[config.mk]
export PLATFORM = sky130hd
export DESIGN_NAME = mem_port_arbiter_flat
export DESIGN_NICKNAME = d
export VERILOG_FILES = /design/src/rtl/mem_port_arbiter_pkg.sv /design/src/rtl/mem_port_arbiter_if.sv /design/src/rtl/mem_port_arbiter_fair_cnt.sv /design/src/rtl/mem_port_arbiter.sv /design/src/flat_wrapper.sv
export SDC_FILE = /design/constraint.sdc
export NUM_CORES = 1
export LEC_CHECK = 0
export ABC_CLOCK_PERIOD_IN_PS = 1700
export CORE_UTILIZATION = 19
export CTS_CLUSTER_SIZE = 10
export DETAILED_ROUTE_END_ITERATION = 8
export PLACE_DENSITY = 0.87
export SYNTH_ARGS = -nofsm -noshare
export SYNTH_HDL_FRONTEND = slang
export SYNTH_SLANG_ARGS = --single-unit
[constraint.sdc]
create_clock -name Clk -period 1.7 [get_ports Clk]
set_clock_uncertainty 0.2 [all_clocks]
set_input_delay 0.255 -clock Clk [delete_from_list [all_inputs] [get_ports Clk]]
set_output_delay 0.255 -clock Clk [all_outputs]
set_load 0.01 [all_outputs]
[src/rtl/mem_port_arbiter_pkg.sv]
// Shared types and constants for the IF/MEM unified-memory port arbiter.
// Pure declarations: no logic, no latency.
// Backpressure is expressed by the arbiter as stall_if/stall_mem.
package mem_arb_pkg;

  localparam int DefAddrW = 8;
  localparam int DefDataW = 32;
  // Width of the MEM-run fairness counter; bounds MaxMemRun to 1..15.
  localparam int RunCntW  = 4;

  // Which stage owns the read data returning this cycle.
  typedef enum logic [1:0] {
    R_NONE = 2'd0,
    R_IF   = 2'd1,
    R_MEM  = 2'd2
  } resp_state_t;

endpackage

[src/rtl/mem_port_arbiter_if.sv]
// Bundle of requester-side and memory-side signals around the arbiter.
// slave = arbiter view, master = pipeline stages plus memory view.
// Requests are held by the requester until granted; no latching inside.
interface mem_port_arbiter_if
  import mem_arb_pkg::*;
#(
  parameter int AddrW = DefAddrW,
  parameter int DataW = DefDataW
) ();

  logic             req_if;
  logic [AddrW-1:0] addr_if;
  logic             flush_if;
  logic             req_mem;
  logic             we_mem;
  logic [AddrW-1:0] addr_mem;
  logic [DataW-1:0] wdata_mem;
  logic             gnt_if;
  logic             gnt_mem;
  logic             stall_if;
  logic             stall_mem;
  logic             rvalid_if;
  logic             rvalid_mem;
  logic [DataW-1:0] rdata;
  logic             mem_en;
  logic             mem_we;
  logic [AddrW-1:0] mem_addr;
  logic [DataW-1:0] mem_wdata;
  logic [DataW-1:0] mem_rdata;

  modport slave (
    input  req_if, addr_if, flush_if, req_mem, we_mem, addr_mem, wdata_mem, mem_rdata,
    output gnt_if, gnt_mem, stall_if, stall_mem, rvalid_if, rvalid_mem, rdata,
           mem_en, mem_we, mem_addr, mem_wdata
  );

  modport master (
    output req_if, addr_if, flush_if, req_mem, we_mem, addr_mem, wdata_mem, mem_rdata,
    input  gnt_if, gnt_mem, stall_if, stall_mem, rvalid_if, rvalid_mem, rdata,
           mem_en, mem_we, mem_addr, mem_wdata
  );

endinterface

[src/rtl/mem_port_arbiter_fair_cnt.sv]
// Counts consecutive MEM grants taken while IF waits; raises force_if at the limit.
// force_if is a function of the registered count, so it is valid in the issue cycle.
// No backpressure of its own; it only tips the arbiter's priority.
module arb_fair_cnt
  import mem_arb_pkg::*;
#(
  parameter int MaxMemRun = 4
) (
  input  logic Clk,
  input  logic Reset_n,
  input  logic req_if_i,
  input  logic req_mem_i,
  input  logic gnt_if_i,
  input  logic gnt_mem_i,
  output logic force_if_o
);

  localparam logic [RunCntW-1:0] RunMax = RunCntW'(MaxMemRun);

  logic [RunCntW-1:0] run_cnt_q;
  logic [RunCntW-1:0] run_cnt_d;

  // IF has lost MaxMemRun times in a row: it must win the next contested cycle.
  assign force_if_o = req_if_i & req_mem_i & (run_cnt_q == RunMax);

  // Next count: grow while MEM beats a waiting IF, clear once IF is served or idle.
  always_comb begin
    run_cnt_d = run_cnt_q;
    if (gnt_mem_i && req_if_i) begin
      if (run_cnt_q != RunMax) begin
        run_cnt_d = run_cnt_q + 1'b1;
      end
    end else if (gnt_if_i || !req_if_i) begin
      run_cnt_d = '0;
    end
  end

  // Counter register with synchronous clear.
  always_ff @(posedge Clk) begin
    if (!Reset_n) begin
      run_cnt_q <= '0;
    end else begin
      run_cnt_q <= run_cnt_d;
    end
  end

endmodule

[src/rtl/mem_port_arbiter.sv]
// Arbitrates one single-port memory between IF and MEM (MEM first, IF starvation-guarded).
// Issue is combinational; read data returns one cycle later, tagged to its owner.
// Losing requester sees stall_* and must hold its request; flush_if kills IF returns.
module mem_port_arbiter
  import mem_arb_pkg::*;
#(
  parameter int AddrW     = DefAddrW,
  parameter int DataW     = DefDataW,
  parameter int MaxMemRun = 4
) (
  input  logic              Clk,
  input  logic              Reset_n,
  mem_port_arbiter_if.slave bus
);

  logic             force_if;
  logic             gnt_if;
  logic             gnt_mem;
  logic [AddrW-1:0] addr_sel;
  logic [DataW-1:0] wdata_sel;
  logic             rvalid_if;
  logic             rvalid_mem;
  resp_state_t      resp_q;
  resp_state_t      resp_d;
  logic             kill_q;
  logic             kill_d;

  arb_fair_cnt #(
    .MaxMemRun (MaxMemRun)
  ) u_fair_cnt (
    .Clk        (Clk),
    .Reset_n    (Reset_n),
    .req_if_i   (bus.req_if),
    .req_mem_i  (bus.req_mem),
    .gnt_if_i   (gnt_if),
    .gnt_mem_i  (gnt_mem),
    .force_if_o (force_if)
  );

  // Grant: MEM wins unless IF has been starved long enough; never both.
  always_comb begin
    gnt_mem = bus.req_mem & ~force_if;
    gnt_if  = bus.req_if & ~gnt_mem;
  end

  // Memory command mux: address/data from the winner, all-zero when idle.
  always_comb begin
    addr_sel  = '0;
    wdata_sel = '0;
    if (gnt_mem) begin
      addr_sel  = bus.addr_mem;
      wdata_sel = bus.wdata_mem;
    end else if (gnt_if) begin
      addr_sel = bus.addr_if;
    end
  end

  assign bus.gnt_if    = gnt_if;
  assign bus.gnt_mem   = gnt_mem;
  assign bus.stall_if  = bus.req_if & ~gnt_if;
  assign bus.stall_mem = bus.req_mem & ~gnt_mem;
  assign bus.mem_en    = gnt_if | gnt_mem;
  assign bus.mem_we    = gnt_mem & bus.we_mem;
  assign bus.mem_addr  = addr_sel;
  assign bus.mem_wdata = wdata_sel;

  // Remember who owns next cycle's read data, and whether an IF fetch was flushed at issue.
  always_comb begin
    resp_d = R_NONE;
    if (gnt_mem && !bus.we_mem) begin
      resp_d = R_MEM;
    end else if (gnt_if) begin
      resp_d = R_IF;
    end
    kill_d = gnt_if & bus.flush_if;
  end

  // Response tracking registers; reset drops whatever read was issued this cycle.
  always_ff @(posedge Clk) begin
    if (!Reset_n) begin
      resp_q <= R_NONE;
      kill_q <= 1'b0;
    end else begin
      resp_q <= resp_d;
      kill_q <= kill_d;
    end
  end

  // Route returning data; a flush in either the issue or return cycle hides IF data.
  always_comb begin
    rvalid_mem = (resp_q == R_MEM);
    rvalid_if  = (resp_q == R_IF) & ~kill_q & ~bus.flush_if;
  end

  assign bus.rvalid_if  = rvalid_if;
  assign bus.rvalid_mem = rvalid_mem;
  assign bus.rdata      = (rvalid_if | rvalid_mem) ? bus.mem_rdata : '0;

endmodule

[src/flat_wrapper.sv]
// flat-port wrapper written by rule: the top's interface ports become plain ports
module mem_port_arbiter_flat import mem_arb_pkg::*;
#(
  parameter int AddrW     = DefAddrW,
  parameter int DataW     = DefDataW,
  parameter int MaxMemRun = 4
)
  (Clk, Reset_n, bus_req_if, bus_addr_if, bus_flush_if, bus_req_mem, bus_we_mem, bus_addr_mem, bus_wdata_mem, bus_mem_rdata, bus_gnt_if, bus_gnt_mem, bus_stall_if, bus_stall_mem, bus_rvalid_if, bus_rvalid_mem, bus_rdata, bus_mem_en, bus_mem_we, bus_mem_addr, bus_mem_wdata);
  mem_port_arbiter_if #(.AddrW(AddrW), .DataW(DataW)) bus_i ();
  input  logic Clk;
  input  logic Reset_n;
  input wire logic [$bits(bus_i.req_if)-1:0] bus_req_if;
  input wire logic [$bits(bus_i.addr_if)-1:0] bus_addr_if;
  input wire logic [$bits(bus_i.flush_if)-1:0] bus_flush_if;
  input wire logic [$bits(bus_i.req_mem)-1:0] bus_req_mem;
  input wire logic [$bits(bus_i.we_mem)-1:0] bus_we_mem;
  input wire logic [$bits(bus_i.addr_mem)-1:0] bus_addr_mem;
  input wire logic [$bits(bus_i.wdata_mem)-1:0] bus_wdata_mem;
  input wire logic [$bits(bus_i.mem_rdata)-1:0] bus_mem_rdata;
  output wire logic [$bits(bus_i.gnt_if)-1:0] bus_gnt_if;
  output wire logic [$bits(bus_i.gnt_mem)-1:0] bus_gnt_mem;
  output wire logic [$bits(bus_i.stall_if)-1:0] bus_stall_if;
  output wire logic [$bits(bus_i.stall_mem)-1:0] bus_stall_mem;
  output wire logic [$bits(bus_i.rvalid_if)-1:0] bus_rvalid_if;
  output wire logic [$bits(bus_i.rvalid_mem)-1:0] bus_rvalid_mem;
  output wire logic [$bits(bus_i.rdata)-1:0] bus_rdata;
  output wire logic [$bits(bus_i.mem_en)-1:0] bus_mem_en;
  output wire logic [$bits(bus_i.mem_we)-1:0] bus_mem_we;
  output wire logic [$bits(bus_i.mem_addr)-1:0] bus_mem_addr;
  output wire logic [$bits(bus_i.mem_wdata)-1:0] bus_mem_wdata;
  assign bus_i.req_if = bus_req_if;
  assign bus_i.addr_if = bus_addr_if;
  assign bus_i.flush_if = bus_flush_if;
  assign bus_i.req_mem = bus_req_mem;
  assign bus_i.we_mem = bus_we_mem;
  assign bus_i.addr_mem = bus_addr_mem;
  assign bus_i.wdata_mem = bus_wdata_mem;
  assign bus_i.mem_rdata = bus_mem_rdata;
  assign bus_gnt_if = bus_i.gnt_if;
  assign bus_gnt_mem = bus_i.gnt_mem;
  assign bus_stall_if = bus_i.stall_if;
  assign bus_stall_mem = bus_i.stall_mem;
  assign bus_rvalid_if = bus_i.rvalid_if;
  assign bus_rvalid_mem = bus_i.rvalid_mem;
  assign bus_rdata = bus_i.rdata;
  assign bus_mem_en = bus_i.mem_en;
  assign bus_mem_we = bus_i.mem_we;
  assign bus_mem_addr = bus_i.mem_addr;
  assign bus_mem_wdata = bus_i.mem_wdata;
  mem_port_arbiter #(.AddrW(AddrW), .DataW(DataW), .MaxMemRun(MaxMemRun)) u_core (.Clk(Clk), .Reset_n(Reset_n), .bus(bus_i));
endmodule
=== Word level (Yosys, flattened, before mapping) ===
Index checks and enable logic that the tools add are counted.

* Magnitude comparators: 0
* Div/mod/pow operators: 0
* Bitwise gates (word level): 18
* Mux-type cells: 9
* Multiply operators: 0
* Shift-type cells: 0
* Reduce and logical (&&, ||, !) cells: 8
* Equal/unequal tests: 5
* Add/sub/neg operators: 1

{| class="wikitable"
|+ Operators by type and width
! kind !! count
|-
| 32-bit two-way mux || 2
|-
| 8-bit two-way mux || 2
|-
| 4-bit two-way mux || 3
|-
| 1-bit AND || 10
|-
| 1-bit inverter || 6
|-
| 4-bit by 1-bit adder with 4-bit output, second input constant || 1
|-
| 4-bit by 3-bit equality test with 1-bit output, second input constant || 1
|-
| 4-bit by 3-bit != test with 1-bit output, second input constant || 1
|-
| 2-bit by 1-bit equality test with 1-bit output, second input constant || 1
|-
| 2-bit equality test, second input constant || 1
|-
| 1-bit logical AND || 2
|-
| 1-bit zero test || 2
|-
| 2-bit two-way mux || 1
|-
| 2-bit by 1-bit != test with 1-bit output, second input constant || 1
|-
| 1-bit OR || 2
|-
| 2-bit AND reduction || 1
|-
| 2-bit nonzero test || 1
|-
| 2-bit OR reduction || 1
|-
| 1-bit logical OR || 1
|-
| 1-bit two-way mux || 1
|}

* Bits in latches: 0
* Word-level logic and storage cells: 45
* Memory bits (writable): 0
* Output and inout port bits: 80
* Input bits: 86
* Memories: 0
* Memory bits (read-only): 0
* Register bits after elaboration: 7

=== Logic depth before layout (Yosys ltp) ===
Gate-level depths: netlist of run 1.

* Word-level depth: 9
* Depth in mapped cells: 7
* Gate-level depth less buffers: 5

=== Cells and area by module ===
From an unflattened synthesis of run 1, not the netlist that was laid out.

* Cell total of the unflattened synthesis: 149
* Area total of the unflattened synthesis: 1176.1 µm²

{| class="wikitable"
|+ By module, submodules not included
! module !! times used !! seq. area each (µm²) !! cells an instance !! area an instance (µm²)
|-
| mem_port_arbiter || 1 || 60.1 || 117 || 905.9
|-
| arb_fair_cnt || 1 || 80.1 || 32 || 270.3
|}

=== Worst setup path after synthesis of run 1 ===
Ideal clock, no wire load.

* Path kind: reg2out
* Start: reg u_core.u_fair_cnt.run_cnt_q[0]
* End: out bus_mem_addr[4]
* Cell stages (with the launch flop): 8
* Path slack: -0.240 ns
* Path buffers: 2
* Arrival time: 1.485 ns
* Required time: 1.245 ns
* Cells stage by stage: dfxtp_1 -> inv_1 -> ha_1 -> and3b_1 -> a21boi_2 -> buf_6 -> buf_6 -> mux2i_1

* Cells in the longest elaborated chain, start to end: 8

{| class="wikitable"
|+ Ends and longest elaborated chain
! item !! RTL line !! text
|-
| from (decl) || mem_port_arbiter_fair_cnt.sv:20 || <nowiki>logic [RunCntW-1:0] run_cnt_q;</nowiki>
|-
| from (signal assigned) || mem_port_arbiter_fair_cnt.sv:43 || <nowiki>run_cnt_q <= run_cnt_d;</nowiki>
|-
| 4-bit by 3-bit equality test with 1-bit output * || mem_port_arbiter_fair_cnt.sv:24 || <nowiki>assign force_if_o = req_if_i & req_mem_i & (run_cnt_q == RunMax);</nowiki>
|-
| 1-bit AND * || mem_port_arbiter_fair_cnt.sv:24 ||
|-
| 1-bit inverter * || mem_port_arbiter.sv:42 || <nowiki>gnt_mem = bus.req_mem & ~force_if;</nowiki>
|-
| 1-bit AND * || mem_port_arbiter.sv:42 ||
|-
| 1-bit inverter || mem_port_arbiter.sv:43 || <nowiki>gnt_if = bus.req_if & ~gnt_mem;</nowiki>
|-
| 1-bit AND || mem_port_arbiter.sv:43 ||
|-
| 8-bit two-way mux || mem_port_arbiter.sv:53 || <nowiki>end else if (gnt_if) begin</nowiki>
|-
| 8-bit two-way mux * || mem_port_arbiter.sv:50 || <nowiki>if (gnt_mem) begin</nowiki>
|-
| to (decl) || flat_wrapper.sv:29 || <nowiki>output wire logic [$bits(bus_i.mem_addr)-1:0] bus_mem_addr;</nowiki>
|}

Every way passes the cells marked *; elsewhere a longest branch is shown, timed or not.

=== Worst setup path in the final report of run 1 ===
* Start: reg u_core.u_fair_cnt.run_cnt_q[0]
* End: out bus_mem_addr[0]

Same word-level chain as after synthesis.

==> flow_summary.rst, run 1 <==
.. list-table::
   :header-rows: 1

   * - Metric
     - Value
   * - Remaining antenna violation count after routing
     - 0
   * - Distinct cell type count of the synthesized netlist
     - 21
   * - Iter 0 DRT Violations
     - 27
   * - Total via count in the routed design
     - 1590
   * - Final weighted congestion of routability-driven global placement
     - 0.722
   * - Slowest stage cell on the critical path
     - dfxtp_2
   * - Violated checks
     - negative setup slack
   * - Max-capacitance violation count
     - 0
   * - Worst path setup slack after routing
     - -0.508 ns
   * - Clk pwr share
     - 22.3%
   * - Die Outline Area
     - 5210 µm²
   * - Setup TNS
     - -24.12 ns
   * - Pin count of the biggest net entering global routing
     - 21
   * - Xor-xnor portion of the synthesized cell area
     - 1.87%
   * - Vias/cell
     - 4.10
   * - Portion of synthesized cell area occupied by the leading cell type
     - 22.7%
   * - Site Rows
     - 25
   * - Hold crit path type
     - in -> reg
   * - Port bufs
     - 165
   * - TritonCTS buffer count
     - 3
   * - Count of H-tree levels built during CTS
     - 1
   * - Remaining DRCs
     - 0
   * - Global-route wire length before repair
     - 7300 µm
   * - Hpwl dp
     - 3730 µm
   * - Layout cell share with drive strength beyond 1
     - 50.3%
   * - Run status
     - complete, but fails checks
   * - Total congestion overflow
     - 0
   * - CTS tree
     - yes
   * - Post-synth top area cell
     - and2_1
   * - Post-synth EDFFs
     - 0
   * - Netlist area before placement
     - 936 µm²
   * - Compound-gate portion of the synthesized area
     - 1.20%
   * - Area growth from synthesis to layout
     - 221%
   * - Switching power total
     - 292 µW
   * - Pwr per Cell Area
     - 353 nW/µm²
   * - Register bit count reported by yosys
     - 7
   * - Most used cell along the critical path
     - buf_6
   * - Largest fanout of any net on the critical path
     - 4
   * - Die X-Extent
     - 72.2 µm
   * - Root Driver
     - clkbuf_8
   * - Number of filler cells placed in the layout
     - 415
   * - Rel. slew slack
     - 81.4%
   * - Dominant register cell in the synthesized netlist
     - dfxtp_1
   * - Depth of the worst register-to-register path
     - 10
   * - Number of cells produced by synthesis
     - 131
   * - Quantity of hold-fixing buffers added after cts
     - 0
   * - Switching power share of the total
     - 27.5%
   * - Post-layout min period
     - 2.21 ns
   * - Clock transition at the registers of the reported paths
     - 0.04 ns
   * - Total length of routed wires
     - 4860 µm
   * - Core area
     - 4720 µm²
   * - Clock Latency Late Sink
     - 0.23 ns
   * - Final count of hold timing violations
     - 0
   * - Adder and majority gate portion of the synthesized area
     - 2.67%
   * - Period utilization
     - 130%
   * - Count of synthesis-stage warnings from yosys
     - 0
   * - Leakage power total
     - 1.47 nW
   * - All-layer global routing usage
     - 18.2%
   * - Count of final setup violators
     - 80
   * - Cell count of the worst hold path
     - 2
   * - Post-Synthesis Mean Instance Area
     - 7.14 µm²
   * - Most common library cells after synthesis
     - and2_1, nor2b_1, inv_1
   * - Sequential fraction of design power
     - 16.3%
   * - Share of cell area taken by muxes after synthesis
     - 8.56%
   * - Via count of the first global-routing pass
     - 1575
   * - Main combinational cell family by area after synthesis
     - simple AND/OR/NAND/NOR gates
   * - Setup repair after global routing missed its margin
     - true
   * - Internal Dissipation
     - 769 µW
   * - Crit path largest cell delay
     - 0.33 ns
   * - Endpoint class of the critical path
     - output pin
   * - Simple-Gate Fraction of Synth Area
     - 59.1%
   * - I/O pin count
     - 166
   * - Max Clk Rate
     - 453 MHz
   * - Effective utilization at floorplan
     - 19.8%
   * - Number of pins with negative max-slew slack in the final report
     - 0
   * - Maximum VDD drop
     - 0.202 mV
   * - Syn Nets
     - 219
   * - Type of the worst setup path
     - reg -> out
   * - Final net count
     - 409
   * - Clk sink count
     - 7
   * - Crit path required time
     - 1.24 ns
   * - Arrival time at the worst endpoint
     - 1.75 ns
   * - Wire per inst
     - 12.5 µm
   * - Hold Slack
     - 0.289 ns
   * - Actual transition at the worst max-transition pin
     - 0.278 ns
   * - Antenna violations before repair
     - 1
   * - Critical path, cell by cell
     - inv_2 > ha_4 > and3b_2 > a21boi_4 > buf_6 > buf_6 > buf_6 > mux2i_1 > buf_2
   * - Setup crit start kind
     - register
   * - Share of the yosys chip area belonging to registers
     - 15.0%
   * - Maximum clock path buffer count
     - 2
   * - Y dimension of the die
     - 72.2 µm
   * - Part of the total power dissipated in combinational logic
     - 61.4%
   * - Pre-Repair DR Iteration Count
     - 4
   * - Cells taking the most area after synthesis
     - and2_1, nor2b_1, dfxtp_1
   * - Post-synth ARST share
     - 0%
## per-layer routing
metal	track usage (%)	vias to the layer above	wire length, µm
met4	6.10	0	59
met2	38.7	102	2760
met5	0	-	0
met3	4.17	6	486
met1	16.2	705	1550
li1	-	777	-
## timing repair
item                       CTS  global route
setup endpoints to repair   80            81
gates cloned                 3             0
gates resized for setup    375            34
pin swaps                    7             9
setup buffers               13             3
## state kept, by name, summed over array words and instances, names as in the netlist
register and count:
u_core.kill_q 1, u_core.u_fair_cnt.run_cnt_q 4, u_core.resp_q 2
## power groups by stage
stage	logic (mW)	registers (mW)	clock network, mW
6_report	0.652	0.173	0.237
5_1_grt	0.692	0.173	0.253
3_3_place_gp	0.595	0.174	0
3_5_place_dp	0.604	0.174	0
4_1_cts	0.641	0.173	0.242
2_1_floorplan	0.204	0.174	0
## area by class of cell
cell class                 instances  area, µm²  area share, %
inverter                          11       41.3           1.37
clock buffer                       4       45.0           1.50
antenna                            1       2.50         0.0833
tap                               67       83.8           2.79
multi-input combinational        104        895           29.8
timing repair buffer             194       1790           59.7
sequential                         7        145           4.83
## metrics by stage
stage	cells	power [mW]	instance area (µm²)	worst slack [ns]	utilization, %
after floorplan	131	0.378	1020	-0.147	-
after global placement	368	0.768	2820	-0.693	59.6
after detailed placement	368	0.777	2820	-0.761	59.6
after CTS	387	1.06	2920	-0.555	61.8
after global routing	387	1.12	3000	-0.594	63.6
final	388	1.06	3010	-0.508	63.6
## placed cells by master (no fill, tap or decap), types with 2 or more instances in the layout
cell and instances:
buf_2 42, mux2i_4 3, nor2_1 5, inv_2 2, dlygate4sd2_1 3, buf_12 2, nand2_1 9, nor2b_4 9
buf_6 48, nor2b_1 25, inv_1 9, dfxtp_1 3, and2_4 25, clkbuf_8 3, buf_4 14, mux2i_1 5
dfxtp_2 4, and2_1 9, clkdlybuf4s50_1 83
## critical path, delay by kind of cell, from the launching register on
kind | cells | cell delay [ns]
simple gates | 1 | 0.22
fa+ha+maj | 1 | 0.14
mux | 1 | 0.16
flops | 1 | 0.33
compound gates | 1 | 0.17
buf+inv | 5 | 0.50
## worst paths after layout
kind / from / end / slack (ns)
max: u_core.u_fair_cnt.run_cnt_q[0]$_SDFFE_PN0P_ / bus_mem_addr[0] / -0.51
min: bus_flush_if / u_core.kill_q$_SDFF_PN0_ / 0.29
max reg2reg: u_core.u_fair_cnt.run_cnt_q[0]$_SDFFE_PN0P_ / u_core.resp_q[1]$_SDFF_PN0_ / -0.18
min reg2reg: u_core.u_fair_cnt.run_cnt_q[0]$_SDFFE_PN0P_ / u_core.u_fair_cnt.run_cnt_q[0]$_SDFFE_PN0P_ / 0.32
## cells by family after synthesis
logic type | Yosys count
AO/OA/AOI/OAI | 1
XOR/XNOR | 2
adder cells (fa/ha/maj) | 2
buffers and inverters | 20
flip-flops | 7
multiplexers | 8
AND/OR/NAND/NOR | 91
No activity file was read; power rests on OpenSTA's default activity.
==> run 2, diff against run 1 <==
--- a/config.mk
+++ b/config.mk
@@ -10,6 +10,7 @@
 export CTS_CLUSTER_SIZE = 10
 export DETAILED_ROUTE_END_ITERATION = 8
 export PLACE_DENSITY = 0.87
+export SLEW_MARGIN = 25
 export SYNTH_ARGS = -nofsm -noshare
 export SYNTH_HDL_FRONTEND = slang
 export SYNTH_SLANG_ARGS = --single-unit
==> results of run 2 <==
No change in the layout: final DEF, timing and power equal those of run 1.
